--- src/rtl/turn_sequencer_pkg.sv ---
// Shared definitions for the turn sequencer: state encoding, aim limits and
// the aim values each player starts a game with.
package turn_sequencer_pkg;

   typedef enum logic [2:0] {
      ST_AIM    = 3'd0,
      ST_LAUNCH = 3'd1,
      ST_ARM    = 3'd2,
      ST_FLIGHT = 3'd3,
      ST_SETTLE = 3'd4
   } state_e;

   localparam logic [3:0] ANGLE_MAX    = 4'd8;
   localparam logic [2:0] POWER_MAX    = 3'd7;
   localparam logic [3:0] P0_ANGLE_RST = 4'd6;
   localparam logic [3:0] P1_ANGLE_RST = 4'd2;
   localparam logic [2:0] POWER_RST    = 3'd3;

endpackage

--- src/rtl/turn_sequencer_aim_reg.sv ---
// One player's aim: angle and power with saturating single steps.
// Opposing directions pressed together cancel each other out.
module aim_reg
   import turn_sequencer_pkg::*;
#(
   parameter logic [3:0] ANGLE_RST = P0_ANGLE_RST
) (
   input  logic       clk,
   input  logic       reset_n,
   input  logic       step_en_i,
   input  logic       left_i,
   input  logic       right_i,
   input  logic       up_i,
   input  logic       down_i,
   output logic [3:0] angle_o,
   output logic [2:0] power_o
);

   logic [3:0] angle_q, angle_d;
   logic [2:0] power_q, power_d;

   // Work out the stepped angle/power, clamping at the ends of each range.
   always_comb begin
      angle_d = angle_q;
      power_d = power_q;
      if (step_en_i) begin
         if (left_i && !right_i && angle_q != 4'd0) begin
            angle_d = angle_q - 4'd1;
         end else if (right_i && !left_i && angle_q < ANGLE_MAX) begin
            angle_d = angle_q + 4'd1;
         end
         if (up_i && !down_i && power_q < POWER_MAX) begin
            power_d = power_q + 3'd1;
         end else if (down_i && !up_i && power_q != 3'd0) begin
            power_d = power_q - 3'd1;
         end
      end
   end

   // Hold the aim; reset restores this player's starting values.
   always_ff @(posedge clk or negedge reset_n) begin
      if (!reset_n) begin
         angle_q <= ANGLE_RST;
         power_q <= POWER_RST;
      end else begin
         angle_q <= angle_d;
         power_q <= power_d;
      end
   end

   assign angle_o = angle_q;
   assign power_o = power_q;

endmodule

--- src/rtl/turn_sequencer.sv ---
// Turn sequencer for a two-player artillery game: aiming with auto-repeat,
// launch handshake with the bomb, flight, settle pause and player hand-over.
module turn_sequencer
   import turn_sequencer_pkg::*;
#(
   parameter int SETTLE_FRAMES = 30,
   parameter int REPEAT_FRAMES = 8,
   parameter int ARM_TIMEOUT   = 4
) (
   input  logic       clk,
   input  logic       reset_n,
   input  logic       frame_clk,
   input  logic       btn_left,
   input  logic       btn_right,
   input  logic       btn_up,
   input  logic       btn_down,
   input  logic       btn_fire,
   input  logic       boom,
   input  logic [9:0] p0_x,
   input  logic [9:0] p0_y,
   input  logic [9:0] p1_x,
   input  logic [9:0] p1_y,
   output logic       launch,
   output logic [9:0] launchX,
   output logic [9:0] launchY,
   output logic [3:0] angle,
   output logic [2:0] power,
   output logic       active_player,
   output logic       aiming,
   output logic [2:0] state_dbg
);

   localparam logic [7:0] REPEAT_LAST = 8'(REPEAT_FRAMES - 1);
   localparam logic [7:0] ARM_LAST    = 8'(ARM_TIMEOUT - 1);
   localparam logic [7:0] SETTLE_LAST = 8'(SETTLE_FRAMES - 1);

   state_e     state_q, state_d;
   logic [7:0] cnt_q, cnt_d;
   logic       player_q, player_d;
   logic       launch_q, launch_d;
   logic       sync1_q, sync2_q, sync3_q;
   logic       fire_q;
   logic       frameTick, fireEdge, dirHeld, stepEn;
   logic [3:0] angle0, angle1;
   logic [2:0] power0, power1;

   assign frameTick = sync2_q & ~sync3_q;
   assign fireEdge  = btn_fire & ~fire_q;
   assign dirHeld   = btn_left | btn_right | btn_up | btn_down;

   // Bring frame_clk into the clk domain and remember last cycle's fire level.
   always_ff @(posedge clk or negedge reset_n) begin
      if (!reset_n) begin
         sync1_q <= 1'b0;
         sync2_q <= 1'b0;
         sync3_q <= 1'b0;
         fire_q  <= 1'b0;
      end else begin
         sync1_q <= frame_clk;
         sync2_q <= sync1_q;
         sync3_q <= sync2_q;
         fire_q  <= btn_fire;
      end
   end

   // Next state, shared frame counter, aim step strobe and player hand-over.
   always_comb begin
      state_d  = state_q;
      cnt_d    = cnt_q;
      player_d = player_q;
      stepEn   = 1'b0;
      case (state_q)
         ST_AIM: begin
            if (!dirHeld) begin
               cnt_d = 8'd0;
            end else if (frameTick) begin
               stepEn = (cnt_q == 8'd0);
               cnt_d  = (cnt_q == REPEAT_LAST) ? 8'd0 : cnt_q + 8'd1;
            end
            if (fireEdge) begin
               state_d = ST_LAUNCH;
            end
         end
         ST_LAUNCH: begin
            if (frameTick) begin
               state_d = ST_ARM;
            end
         end
         ST_ARM: begin
            if (!boom) begin
               state_d = ST_FLIGHT;
            end else if (frameTick) begin
               if (cnt_q == ARM_LAST) begin
                  state_d = ST_AIM;
               end else begin
                  cnt_d = cnt_q + 8'd1;
               end
            end
         end
         ST_FLIGHT: begin
            if (boom) begin
               state_d = ST_SETTLE;
            end
         end
         ST_SETTLE: begin
            if (frameTick) begin
               if (cnt_q == SETTLE_LAST) begin
                  state_d  = ST_AIM;
                  player_d = ~player_q;
               end else begin
                  cnt_d = cnt_q + 8'd1;
               end
            end
         end
         default: begin
            state_d = ST_AIM;
         end
      endcase
      if (state_d != state_q) begin
         cnt_d = 8'd0;
      end
      launch_d = (state_d == ST_LAUNCH);
   end

   // State, counter, active player and the registered launch strobe.
   always_ff @(posedge clk or negedge reset_n) begin
      if (!reset_n) begin
         state_q  <= ST_AIM;
         cnt_q    <= 8'd0;
         player_q <= 1'b0;
         launch_q <= 1'b0;
      end else begin
         state_q  <= state_d;
         cnt_q    <= cnt_d;
         player_q <= player_d;
         launch_q <= launch_d;
      end
   end

   aim_reg #(.ANGLE_RST(P0_ANGLE_RST)) u_aim0 (
      .clk       (clk),
      .reset_n   (reset_n),
      .step_en_i (stepEn & ~player_q),
      .left_i    (btn_left),
      .right_i   (btn_right),
      .up_i      (btn_up),
      .down_i    (btn_down),
      .angle_o   (angle0),
      .power_o   (power0)
   );

   aim_reg #(.ANGLE_RST(P1_ANGLE_RST)) u_aim1 (
      .clk       (clk),
      .reset_n   (reset_n),
      .step_en_i (stepEn & player_q),
      .left_i    (btn_left),
      .right_i   (btn_right),
      .up_i      (btn_up),
      .down_i    (btn_down),
      .angle_o   (angle1),
      .power_o   (power1)
   );

   assign launch        = launch_q;
   assign active_player = player_q;
   assign aiming        = (state_q == ST_AIM);
   assign state_dbg     = state_q;
   assign launchX       = player_q ? p1_x : p0_x;
   assign launchY       = player_q ? p1_y : p0_y;
   assign angle         = player_q ? angle1 : angle0;
   assign power         = player_q ? power1 : power0;

endmodule

--- config.mk ---
export PLATFORM = sky130hd
export DESIGN_NAME = turn_sequencer
export DESIGN_NICKNAME = d
export VERILOG_FILES = /design/src/rtl/turn_sequencer_pkg.sv /design/src/rtl/turn_sequencer_aim_reg.sv /design/src/rtl/turn_sequencer.sv
export SDC_FILE = /design/constraint.sdc
export NUM_CORES = 1
export LEC_CHECK = 0
export CAP_MARGIN = 10
export CORE_MARGIN = 5
export CORE_UTILIZATION = 50
export CTS_BUF_LIST = sky130_fd_sc_hd__clkbuf_8
export CTS_CLUSTER_SIZE = 14
export DETAILED_ROUTE_END_ITERATION = 6
export GPL_TIMING_DRIVEN = 1
export PLACE_DENSITY = 0.95
export SLEW_MARGIN = 20
export SYNTH_ARGS = -nofsm -noshare
export SYNTH_HDL_FRONTEND = slang
export SYNTH_SLANG_ARGS = --single-unit
--- constraint.sdc ---
create_clock -name clk -period 4.24 [get_ports clk]
set_input_delay 0.848 -clock clk [delete_from_list [all_inputs] [get_ports clk]]
set_output_delay 0.848 -clock clk [all_outputs]
set_load 0.03 [all_outputs]
==> impl_metrics.json <==
{
  "viasPerCell": 5.70,
  "synthMostInstantiatedCell": "mux2_2",
  "p_leak_nw": 1.32,
  "dr.pass1.iters": 4,
  "drt-wirelength-per-cell_um": 17.1,
  "cp.required_ns": 3.39,
  "slew_violations": 0,
  "cp-endpoint": "launchX[8]",
  "drtIter0Drc": 155,
  "reg2reg_depth": 6,
  "avgSynthCellArea_um2": 9.65,
  "setup.worst_path.end_class": "output pin",
  "cts.sinks": 31,
  "grt_pass1_vias": 2077,
  "cts.htree.levels": 2,
  "yosysUniqueCellTypes": 46,
  "cts_buffer_depth": 2,
  "status": "complete, no violations",
  "grtUsageTotal_pct": 21.1,
  "rows": 24,
  "r2r_slack_ns": 1.70,
  "cts_root_buffer": "clkbuf_8",
  "grt-ovfl-total": 0,
  "min_period_ns": 3.42,
  "synth_nets": 290,
  "setup_tns_ns": 0,
  "maxSlewHeadroom_pct": 29.9,
  "grt_first_pass_wirelength_um": 10300,
  "wl_um": 6230,
  "cp_slowest_stage_delay_ns": 1.04,
  "preCtsSetupSlack_ns": 1.11,
  "post-cts-setup-buffers": 0,
  "crit_path_cell_trace": "buf_4 -> mux2_2 -> clkdlybuf4s50_1",
  "antenna_found_initial": 0,
  "min_path_type": "reg -> reg",
  "die_y_um": 76.6,
  "criticalPathCategory": "reg -> out",
  "tightestPinTransition_ns": 1.05,
  "rsz0062_at_grt": "no",
  "ys_seq_elements": 31,
  "startpoint": "active_player",
  "ant_nets": 0,
  "initial_core_util_pct": 51.3,
  "nets": 372,
  "yosys-top-cells-area": "dfrtp_1 27%, mux2_2 14%, dfstp_2 8.3%, ha_1 3.9%, xnor2_1 3.9%",
  "core_area_um2": 4320,
  "setup_slack_ns": 0.815,
  "drive_above_1_share_pct": 15.7,
  "crit_arrival_ns": 2.58,
  "syn2layout_area_growth_pct": 42.8,
  "fmax_mhz": 292,
  "yosysWarnings": 0,
  "clk_pin_slew_worst_paths_ns": 0.07,
  "die-area_um2": 5870,
  "pwr_density_cell_nw_per_um2": 312,
  "netlist_instances": 230,
  "die_w_um": 76.6,
  "numCtsBuffers": 5,
  "fin_util_pct": 73.3,
  "grt_max_degree": 32,
  "irDropWorstVdd_mv": 0.260,
  "vias": 2079,
  "crit-reg2reg-launch": "cnt_q[0]",
  "crit_path_top_delay_cell": "dfrtp_1",
  "cts_resized": 0,
  "synth-main-ff-cell": "dfrtp_1",
  "setup-violations-final": 0,
  "syn-cell-area_um2": 2220,
  "gp_congestion": 0.857,
  "fin_crit_sh_pct": 80.8,
  "skew_ns": 0.00904,
  "dp_hpwl_um": 4740,
  "worst_r2r_endpoint": "u_aim0.power_o[1]",
  "synth_top_area_share_pct": 27.1,
  "synthTopCellsByCount": "27 x mux2_2, 24 x dfrtp_1, 17 x a21oi_1, 14 x nand2_1, 13 x nor2_1",
  "antennaDiodeCount": 0,
  "synth_edf_count": 0,
  "finalHoldViolCount": 0,
  "clock_latency_ns": 0.28,
  "io-pin-count": 82,
  "cts_tree": "yes",
  "synth-seq-area-share_pct": 35.3,
  "path_max_fanout": 29,
  "route.detailed.drc": 0,
  "async_flop_share_pct": 100,
  "maxCapViolCount": 0,
  "worst_setup_path_start_kind": "flip-flop",
  "yosysTopAreaCell": "dfrtp_1",
  "cts_hold_buf": 0,
  "power_w": 0.000987,
  "io_buffers": 81
}
[worst max-delay path: cells and delay by family (launching register included)]
family | cells | cell delay (ns)
buffers and inverters | 2 | 0.90
muxes | 1 | 0.34
DFF | 1 | 1.04
[cell type report]
type | count | area (um^2)
tap | 52 | 65.1
inverter | 12 | 45.0
clock inverter | 3 | 12.5
sequential | 31 | 785
fill | 310 | 1150
clock buffer | 5 | 68.8
timing repair buffer | 85 | 841
multi-input combinational | 177 | 1350
[how the worst min path moves through the flow]
stage          startpoint  endpoint  slack (ns)  cells after the start
2_1_floorplan     sync1_q   sync2_q        0.33                      0
3_3_place_gp      sync1_q   sync2_q        0.34                      0
3_5_place_dp      sync1_q   sync2_q        0.34                      0
4_1_cts           sync1_q   sync2_q        0.35                      0
5_1_grt           sync1_q   sync2_q        0.36                      0
6_report          sync1_q   sync2_q        0.35                      0
[logic make-up (layout without fill, tap and decap cells)]
family                   Yosys count  in the layout  synth area share [%]
AO/OA/AOI/OAI                     51             51                  14.8
XOR/XNOR                          14             14                  5.52
adder cells (fa/ha/maj)           11             11                  7.55
buffers and inverters             22            105                  3.72
flip-flops                        31             31                  35.3
multiplexers                      31             31                  16.0
AND/OR/NAND/NOR                   70             70                  17.1
[registers in the layout, indices dropped and copies added, names as in the netlist]
register,flops
cnt_q,8
u_aim0.angle_o,4
u_aim1.angle_o,4
state_dbg,3
u_aim0.power_o,3
u_aim1.power_o,3
active_player,1
fire_q,1
launch,1
sync1_q,1
sync2_q,1
sync3_q,1
[per-layer routing]
layer | track usage [%] | up-vias | part of all wire [%]
li1 | - | 1000 | -
met1 | 26.2 | 1015 | 40
met2 | 37.4 | 60 | 55
met3 | 4.73 | 4 | 4.7
met4 | 3.85 | 0 | 0.53
met5 | 0 | - | 0
[power breakdown]
part           switching (W)  internal [W]  total (W)
Clock               0.000112      0.000110   0.000222
Combinational       0.000192      0.000181   0.000373
Sequential         0.0000607      0.000332   0.000392
Total               0.000364      0.000623   0.000987
[cells in the final DEF (no fill, tap or decap), types with 2 or more instances in the layout]
master           instances
a21oi_1                 17
xor2_1                   4
nor3b_1                  3
clkbuf_8                 5
nor2_1                  13
o21ai_0                 11
nand2b_1                 4
inv_1                   14
o22ai_1                  2
mux2_2                  27
mux2i_1                  2
or3_1                    2
buf_4                    4
a21o_1                   2
nand4_1                  3
nand4b_1                 4
nor3_1                   4
a21boi_0                 2
xnor2_1                 10
nor4_1                   3
dfrtp_1                 24
nand2_1                 14
a31oi_1                  2
clkdlybuf4s50_1         81
nand3_1                  8
dfstp_2                  7
a2111o_1                 2
and3_1                   3
mux2_4                   2
ha_1                     7
fa_1                     4
a22o_1                   2
nor2b_1                  4
o311ai_0                 2
[stage by stage]
stage | hold WS, ns | instance area, um^2 | cells
finish | 0.349 | 3170 | 365
global route | 0.360 | 3170 | 365
floorplan | 0.331 | 2220 | 230
detailed placement | 0.336 | 3090 | 357
global placement | 0.336 | 3090 | 357
CTS | 0.351 | 3170 | 365
Note: power is estimated with default switching activity, not from simulation.
